`config.mk`:
```
export PLATFORM = sky130hd
export DESIGN_NAME = uart_rx_deserializer
export DESIGN_NICKNAME = d
export VERILOG_FILES = /design/src/rtl/uart_rx_deserializer.sv
export SDC_FILE = /design/constraint.sdc
export NUM_CORES = 1
export LEC_CHECK = 0
export ABC_AREA = 1
export BUFFER_PORTS_ARGS = -buffer_cell sky130_fd_sc_hd__buf_2
export CORE_ASPECT_RATIO = 1.2
export CORE_MARGIN = 2
export CORE_UTILIZATION = 51
export CTS_CLUSTER_DIAMETER = 80
export CTS_CLUSTER_SIZE = 30
export DETAILED_ROUTE_END_ITERATION = 6
export GPL_TIMING_DRIVEN = 0
export PLACE_DENSITY = 0.79
export RECOVER_POWER = 50
export SYNTH_ARGS = -nofsm -noshare
export SYNTH_HDL_FRONTEND = slang
export SYNTH_SLANG_ARGS = --single-unit
```
`constraint.sdc`:
```
create_clock -name BCLK -period 1.3 [get_ports BCLK]
set_clock_uncertainty 0.05 [all_clocks]
set_input_delay 0.065 -clock BCLK [delete_from_list [all_inputs] [get_ports BCLK]]
set_output_delay 0.065 -clock BCLK [all_outputs]
set_load 0.01 [all_outputs]
```
`src/rtl/uart_rx_deserializer.sv`:
```
// uart_rx_deserializer: 16x-oversampled UART receive deframer feeding RBR and line status bits.
// Define UART_RX_PARITY_EN to compile in the parity bit and checker.
module uart_rx_deserializer (
    input  logic       BCLK,
    input  logic       RST,
    input  logic       baud_tick,
    input  logic       rx,
    input  logic [1:0] lcr_wls,
    input  logic       lcr_pen,
    input  logic       lcr_eps,
    input  logic       rbr_read,
    output logic [7:0] rbr,
    output logic       data_ready,
    output logic       overrun_error,
    output logic       parity_error,
    output logic       framing_error,
    output logic       break_interrupt,
    output logic       rx_busy
);
    localparam logic [2:0] IDLE   = 3'd0;
    localparam logic [2:0] START  = 3'd1;
    localparam logic [2:0] DATA   = 3'd2;
    localparam logic [2:0] PARITY = 3'd3;
    localparam logic [2:0] STOP   = 3'd4;

    logic       rx_s1, rx_s2, armed;
    logic [2:0] state, bcnt;
    logic [3:0] scnt;
    logic [7:0] shreg, rx_data;
    logic       last_bit, par_on, perr, brk, load;

    // bits enter at the top, so a short word ends up left-aligned and is shifted down
    assign rx_data  = shreg >> (2'd3 - lcr_wls);
    assign last_bit = bcnt == 3'd4 + {1'b0, lcr_wls};
    assign load     = state == STOP && baud_tick && scnt == 4'd15;
    assign rx_busy  = state != IDLE;

`ifdef UART_RX_PARITY_EN
    logic pbit;
    assign par_on = lcr_pen;
    assign perr   = lcr_pen && ((^rx_data ^ pbit) != ~lcr_eps);
    assign brk    = rx_data == 8'd0 && !rx_s2 && !(lcr_pen && pbit);
`else
    logic unused_cfg;
    assign unused_cfg = lcr_pen ^ lcr_eps;
    assign par_on = 1'b0;
    assign perr   = 1'b0;
    assign brk    = rx_data == 8'd0 && !rx_s2;
`endif

    always_ff @(posedge BCLK) begin
        if (RST) begin
            rx_s1           <= 1'b1;
            rx_s2           <= 1'b1;
            state           <= IDLE;
            scnt            <= 4'd0;
            bcnt            <= 3'd0;
            armed           <= 1'b0;
            shreg           <= 8'd0;
            rbr             <= 8'd0;
            data_ready      <= 1'b0;
            overrun_error   <= 1'b0;
            parity_error    <= 1'b0;
            framing_error   <= 1'b0;
            break_interrupt <= 1'b0;
`ifdef UART_RX_PARITY_EN
            pbit            <= 1'b0;
`endif
        end else begin
            rx_s1 <= rx;
            rx_s2 <= rx_s1;
            if (state == IDLE) begin
                if (rx_s2)
                    armed <= 1'b1;
                else if (armed) begin
                    state <= START;
                    scnt  <= 4'd0;
                    armed <= 1'b0;
                end
            end else if (baud_tick) begin
                scnt <= scnt + 4'd1;
                case (state)
                    START: if (scnt == 4'd7) begin
                        scnt  <= 4'd0;
                        bcnt  <= 3'd0;
                        state <= rx_s2 ? IDLE : DATA;
                    end
                    DATA: if (scnt == 4'd15) begin
                        shreg <= {rx_s2, shreg[7:1]};
                        bcnt  <= bcnt + 3'd1;
                        if (last_bit)
                            state <= par_on ? PARITY : STOP;
                    end
`ifdef UART_RX_PARITY_EN
                    PARITY: if (scnt == 4'd15) begin
                        pbit  <= rx_s2;
                        state <= STOP;
                    end
`endif
                    STOP: if (scnt == 4'd15)
                        state <= IDLE;
                    default: state <= IDLE;
                endcase
            end
            // a load beats a coincident host read, so the fresh character stays visible
            if (load) begin
                if (!data_ready || rbr_read) begin
                    rbr             <= rx_data;
                    data_ready      <= 1'b1;
                    parity_error    <= perr;
                    framing_error   <= !rx_s2;
                    break_interrupt <= brk;
                end else
                    overrun_error <= 1'b1;
            end else if (rbr_read) begin
                data_ready      <= 1'b0;
                overrun_error   <= 1'b0;
                parity_error    <= 1'b0;
                framing_error   <= 1'b0;
                break_interrupt <= 1'b0;
            end
        end
    end
endmodule

```
==> key figures, run 1 <==
Drt
  – Via count: 1,688
  – Drt drc: 0
  – Post-DR vias/cell: 5.31
  – Drt total wl: 4190 µm
  – DRT iter0 DRCs: 73
  – 1st-pass router iterations: 4
  – Post-DRT Antenna Nets: 0
  – Wirelength per Cell: 13.2 µm

Die
  – DIE AREA: 3920 µm²
  – Core area: 3310 µm²
  – I/O pin total: 23
  – Die outline width: 57.5 µm
  – # rows: 23
  – Starting Density: 53.0%
  – Die H: 68.2 µm

Timing
  – Final Hold Vio Count: 0
  – Min Hold Slack: 0.0371 ns
  – Final Critical Period: 1.43 ns
  – Final period utilization: 110%
  – Setup ws final: -0.129 ns
  – Slew Viols, Final: 0
  – Max-slew headroom: 58.7%
  – Peak Freq: 700 MHz
  – RSZ-0062 raised after global routing: yes
  – Final setup fails: 25
  – Setup TNS: -2.32 ns
  – Slew @ Worst Pin: 0.619 ns

CTS
  – CTS tree: built
  – Clock buffer depth: 2
  – Number of H-tree levels: 2
  – Worst-skew pair later-pin latency: 0.29 ns
  – Clock transition at path regs: 0.07 ns
  – Clk sink count: 33
  – CTS Buf Count: 5
  – Root buf cell: clkbuf_8

Global route
  – Met1 Use GR: 26.9%
  – Largest net degree at the start of global routing: 11
  – Met3 GRT Util: 4.54%
  – Antenna violations before repair: 0
  – Grt peak-use layer: met2
  – Gr usage total: 22.8%
  – First-pass GRT wire length: 6780 µm
  – GRT overflow: 0
  – Vias in the first global route: 1,519
  – Met2 Usage GRT: 39.3%

Flow run
  – Max Cap Viol: 0

Placement
  – Placed Instance Area: 1910 µm²
  – GPL Wtd Cong: 0.822
  – Placed Cells: 299
  – PortBufs: 17
  – HPWL reported at the end of detailed placement: 2670 µm

Synthesis
  – Synthesis-stage register bit count: 33
  – Sequential area share after synthesis: 37.7%
  – Mean Syn Cell Area: 7.15 µm²
  – Synth top area share: 37.7%
  – Synth top area cells: dfxtp_1 (38%), nand2_1 (13%), nor2_1 (7.1%), nand3_1 (6.0%), a21oi_1 (4.9%)
  – Mapped cell area: 1750 µm²
  – Syn Inst Count: 245
  – Mapped Nets: 256
  – Synth unique cells: 30
  – Synth warnings: 0
  – Post-synth top area cell: dfxtp_1

Pwr
  – Pwr/cell area: 1360 nW/µm²
  – Maximum VDD drop: 0.00139 V
  – Static Leak: 0.930 nW

Critical path
  – Critical Path Start: scnt[0]
  – R2R depth: 8
  – Critical Path RT: 1.46 ns
  – R2R Path Start: scnt[0]
  – Setup crit end: framing_error
  – CP cell instances: ha_4 > nand3_4 > nor2_4 > buf_4 > nand2_1 > nand2_2 > nand3_2 > a21oi_1
  – Crit path DAT: 1.59 ns
  – Worst setup EP type: flip-flop
  – Reg-to-reg slack, setup: -0.13 ns
  – CP bufs+invs: 1
  – Critical Path Stages: 8
  – Reg2reg end: framing_error
  – Max incr delay on CP: 0.36 ns
  – Worst-path fanout max: 3
  – Crit path kind: flip-flop to flip-flop
  – CP delay by family, top: simple AND/OR/NAND/NOR gates
  – Critical Path Source Type: flip-flop
  – CP max stage cell: dfxtp_2

Cells and area
  – Diode count: 0
  – Synthesis-to-layout area growth: 29.6%
  – Ratio of cells with drive above 1 in the final layout: 32.4%
  – Fin nets: 291
  – Cell Count, Final, Fillers Out: 318
  – Most common cell after layout, fill and taps aside: nand2_1
  – Most frequent cells in the layout: nand2_1 (57), nor2_1 (30), dfxtp_1 (28), nand3_1 (20), a21oi_1 (15)
  – Post-route core utilization: 68.6%
  – Final Cell Area: 2270 µm²

Outcome
  – Status: finished, violations left
  – Failing checks: setup timing

Worst hold path
  – Worst Hold Class: input pin to flip-flop
## layer usage
layer,up-vias,wire (µm)
met5,-,0
met4,0,52
met3,5,186
met2,50,2200
met1,773,1750
li1,860,-
## where the power goes
| part | internal [W] | switching [W] | total, W |
|---|---|---|---|
| sequential | 0.00108 | 0.0000699 | 0.00115 |
| combinational | 0.000324 | 0.000611 | 0.000935 |
| clock | 0.000625 | 0.000391 | 0.00102 |
## cell usage after synthesis (all sizes together)
| cell type | count |
|---|---|
| or2 | 3 |
| nand2 | 68 |
| ha | 2 |
| nor3 | 1 |
| dfxtp | 33 |
| nand4 | 1 |
| o21ai | 15 |
| buf | 5 |
| conb | 1 |
| and3 | 1 |
| nand3 | 26 |
| nor2 | 45 |
| inv | 20 |
| xnor2 | 1 |
| clkbuf | 1 |
| a21oi | 22 |
## timing repair
action | CTS | global route
gates cloned | 2 | 0
gates resized for setup | 30 | 14
pin swaps | 4 | 0
setup endpoints to repair | 25 | 28
hold buffers | 2 | 0
hold endpoints to repair | 4 | 0
setup buffers | 7 | 0
## registers in the layout, indices dropped and copies added (netlist names)
register,count
scnt,4
state,3
bcnt,3
rx_s1,1
framing_error,1
break_interrupt,1
armed,1
shreg,8
overrun_error,1
data_ready,1
rbr,8
rx_s2,1
## layout make-up
class,instances,area [µm²]
clock buffers,7,86.3
flip-flops and latches,33,667
repair inverters,1,7.51
well taps,37,46.3
fillers,257,1040
repair buffers,27,178
multi-input cells,186,1100
clock inverters,1,30.0
inverters,20,101
plain buffers,6,52.6
## worst min-delay path: stages
cell and delay, ns:
buf_2 0.13, nand3_1 0.08, a21oi_1 0.06
## through the flow
step | power [W] | setup WS (ns)
after CTS | 0.00306 | -0.101
after global routing | 0.00323 | -0.186
final | 0.00310 | -0.129
after floorplan | 0.00185 | -0.0348
after detailed placement | 0.00200 | -0.181
after global placement | 0.00198 | -0.141
## worst min-delay path by stage
stage | from | to | slack, ns | cells past startpoint
floorplan | RST | scnt[1] | 0.08 | 1
global placement | rx | rx_s1 | 0.20 | 2
detailed placement | rx | rx_s1 | 0.20 | 2
CTS | baud_tick | scnt[1] | 0.04 | 3
global route | baud_tick | scnt[1] | 0.05 | 3
finish | baud_tick | scnt[1] | 0.04 | 3
## logic make-up after synthesis
family	Yosys count	share of synthesized area, %
simple gates	145	40.7
other cells	1	0.214
compound gates	37	11.8
xor+xnor	1	0.500
buf+inv	26	7.64
flops	33	37.7
fa+ha+maj	2	1.43
(Power assumes the default switching activity.)
==> run 2, diff against run 1 <==
Settings changed: BUFFER_PORTS_ARGS -buffer_cell sky130_fd_sc_hd__buf_2 to -buffer_cell sky130_fd_sc_hd__buf_4, RECOVER_POWER 50 to 100.
==> run 2 against run 1 <==
Compared with the run above: the flow still finishes with violations (setup timing); first-iteration DRC count rose by 4.1%; sequential cell count did not move; clock-buffer cell count did not move; hold slack improved by 0.0016 ns; sequential share of layout area rose by 2.0 points; clock power fell by 16%; via count fell by 2.2%; critical endpoint is now rbr[5]; largest cell class unchanged; cell area fell by 5.3%; critical path depth fell by 1; highest routed layer unchanged; fmax fell by 1.4%.
==> key figures, run 2 (synthesis gave the netlist of run 1 again) <==
CTS
  – Worst-skew pair later-pin latency: 0.28 ns (was 0.29 ns)
  – Number of H-tree levels: 2 (unchanged)
  – Root buf cell: clkbuf_8 (unchanged)
  – Clock buffer depth: 2 (unchanged)
  – CTS Buf Count: 5 (unchanged)
  – CTS tree: built (unchanged)
  – Clock transition at path regs: 0.07 ns (about the same)
  – Clk sink count: 33 (unchanged)

Worst hold path
  – Hold-critical path depth: 3 (unchanged)
  – Worst Hold Class: input pin to flip-flop (unchanged)

Die
  – Die H: 68.2 µm (unchanged)
  – I/O pin total: 23 (unchanged)
  – DIE AREA: 3920 µm² (unchanged)
  – Starting Density: 53.0% (unchanged)
  – Die outline width: 57.5 µm (unchanged)
  – # rows: 23 (unchanged)
  – Core area: 3310 µm² (unchanged)

Global route
  – Gr usage total: 20.8% (was 22.8%)
  – GRT overflow: 0 (unchanged)
  – Largest net degree at the start of global routing: 11 (unchanged)
  – Vias in the first global route: 1,422 (was 1,519)
  – Antenna violations before repair: 0 (unchanged)
  – First-pass GRT wire length: 6260 µm (was 6780 µm)

Timing
  – Slew @ Worst Pin: 0.632 ns (was 0.619 ns)
  – Final Critical Period: 1.45 ns (was 1.43 ns)
  – Peak Freq: 690 MHz (was 700 MHz)
  – Max-slew headroom: 57.9% (was 58.7%)
  – Setup ws final: -0.150 ns (was -0.129 ns)
  – Final setup fails: 25 (unchanged)
  – Final Hold Vio Count: 0 (unchanged)
  – Slew Viols, Final: 0 (unchanged)
  – RSZ-0062 raised after global routing: yes (unchanged)
  – Final period utilization: 112% (was 110%)

Drt
  – Post-DRT Antenna Nets: 0 (unchanged)
  – Drt drc: 0 (unchanged)
  – Via count: 1,651 (was 1,688)
  – 1st-pass router iterations: 4 (unchanged)
  – Wirelength per Cell: 12.7 µm (was 13.2 µm)
  – Post-DR vias/cell: 5.22 (was 5.31)
  – Drt total wl: 4030 µm (was 4190 µm)
  – DRT iter0 DRCs: 76 (was 73)

Critical path
  – Worst setup EP type: flip-flop (unchanged)
  – Critical Path RT: 1.40 ns (was 1.46 ns)
  – Crit path kind: flip-flop to flip-flop (unchanged)
  – Crit path DAT: 1.55 ns (was 1.59 ns)
  – Worst-path fanout max: 10 (was 3)
  – Critical Path Source Type: flip-flop (unchanged)
  – R2R depth: 7 (was 8)

Cells and area
  – Final Cell Area: 2150 µm² (was 2270 µm²)
  – Synthesis-to-layout area growth: 22.6% (was 29.6%)
  – Most common cell after layout, fill and taps aside: nand2_1 (unchanged)
  – Diode count: 0 (unchanged)
  – Fin nets: 289 (was 291)
  – Most frequent cells in the layout: nand2_1 (55), nor2_1 (31), dfxtp_1 (28), nand3_1 (20), a21oi_1 (16) (was nand2_1 (57), nor2_1 (30), dfxtp_1 (28), nand3_1 (20), a21oi_1 (15))
  – Cell Count, Final, Fillers Out: 316 (was 318)
  – Largest registers: rbr x8, shreg x8, scnt x4 (unchanged)
  – Ratio of cells with drive above 1 in the final layout: 29.7% (was 32.4%)

Placement
  – GPL Wtd Cong: 0.805 (was 0.822)
  – HPWL reported at the end of detailed placement: 2770 µm (was 2670 µm)
  – Placed Instance Area: 1950 µm² (was 1910 µm²)
  – Placed Cells: 299 (unchanged)
  – PortBufs: 17 (unchanged)

Flow run
  – Max Cap Viol: 0 (unchanged)

Pwr
  – Maximum VDD drop: 0.00111 V (was 0.00139 V)
  – Static Leak: 0.901 nW (was 0.930 nW)
  – Pwr/cell area: 1380 nW/µm² (was 1360 nW/µm²)
  – Total power: 0.00296 W (was 0.00310 W)

Outcome
  – Failing checks: setup timing (unchanged)
  – Status: finished, violations left (unchanged)
==> run 2: cell types whose count changed in the layout (fill, tap and decap cells not counted), moves of 3 or more <==
cell / before / now
a21oi_4: 4 / 0
dfxtp_4: 0 / 3
a21oi_2: 3 / 6
dfxtp_2: 5 / 2
nor2_2: 7 / 10
nor2_4: 8 / 4
buf_2: 8 / 0
buf_4: 9 / 13
==> run 2: layout make-up <==
class	instances	area, µm²
Timing Repair inverter	1	3.75
Sequential cell	33	674
Multi-Input combinational cell	186	1030
Clock buffer	7	96.3
Timing Repair Buffer	25	151
Inverter	20	87.6
Tap cell	37	46.3
Clock inverter	1	5.00
Fill cell	289	1160
Buffer	6	52.6
==> run 2: final timing paths <==
check / start / endpoint / slack [ns]
worst min register to register: rx_s1 / rx_s2 / 0.37
worst min-delay path: baud_tick / scnt[1] / 0.04
worst max-delay path: scnt[0] / rbr[5] / -0.15
worst max register to register: scnt[0] / rbr[5] / -0.15
==> run 2: per-layer routing <==
layer | global-route usage [%] | up-vias | share of wire, %
met5 | 0 | - | 0
li1 | - | 849 | -
met1 | 24.0 | 771 | 43
met4 | 9.30 | 0 | 1.7
met3 | 4.91 | 8 | 2.8
met2 | 36.5 | 23 | 53
==> run 2: where the power goes <==
group / internal (W) / total, W / switching [W]
Combinational: 0.000340 / 0.000946 / 0.000606
Clock: 0.000478 / 0.000852 / 0.000374
Sequential: 0.00109 / 0.00116 / 0.0000747
==> run 2: timing repair <==
action,CTS,global route
hold endpoints to repair,5,0
endpoints found under the setup margin,25,28
hold buffers,2,0
gates cloned,1,0
pin swaps,2,7
setup buffers,5,1
resized for setup,14,16
==> run 2: worst max-delay path, stage by stage, from the launching register on <==
cell     delay (ns)
dfxtp_4        0.37
ha_4           0.15
nand3_4        0.11
nor2_4         0.19
nand3_4        0.11
buf_8          0.17
a21oi_2        0.13
nor2_2         0.04
==> run 2: stage by stage <==
step	hold slack, ns	setup slack, ns	util (%)	setup TNS (ns)
after floorplan	0.0767	-0.0348	-	-0.153
after global placement	0.200	-0.142	58.9	-1.54
after detailed placement	0.204	-0.159	58.9	-2.10
after CTS	0.0353	-0.0890	65.1	-1.20
after global routing	0.0332	-0.199	65.0	-4.26
final	0.0387	-0.150	65.0	-2.31
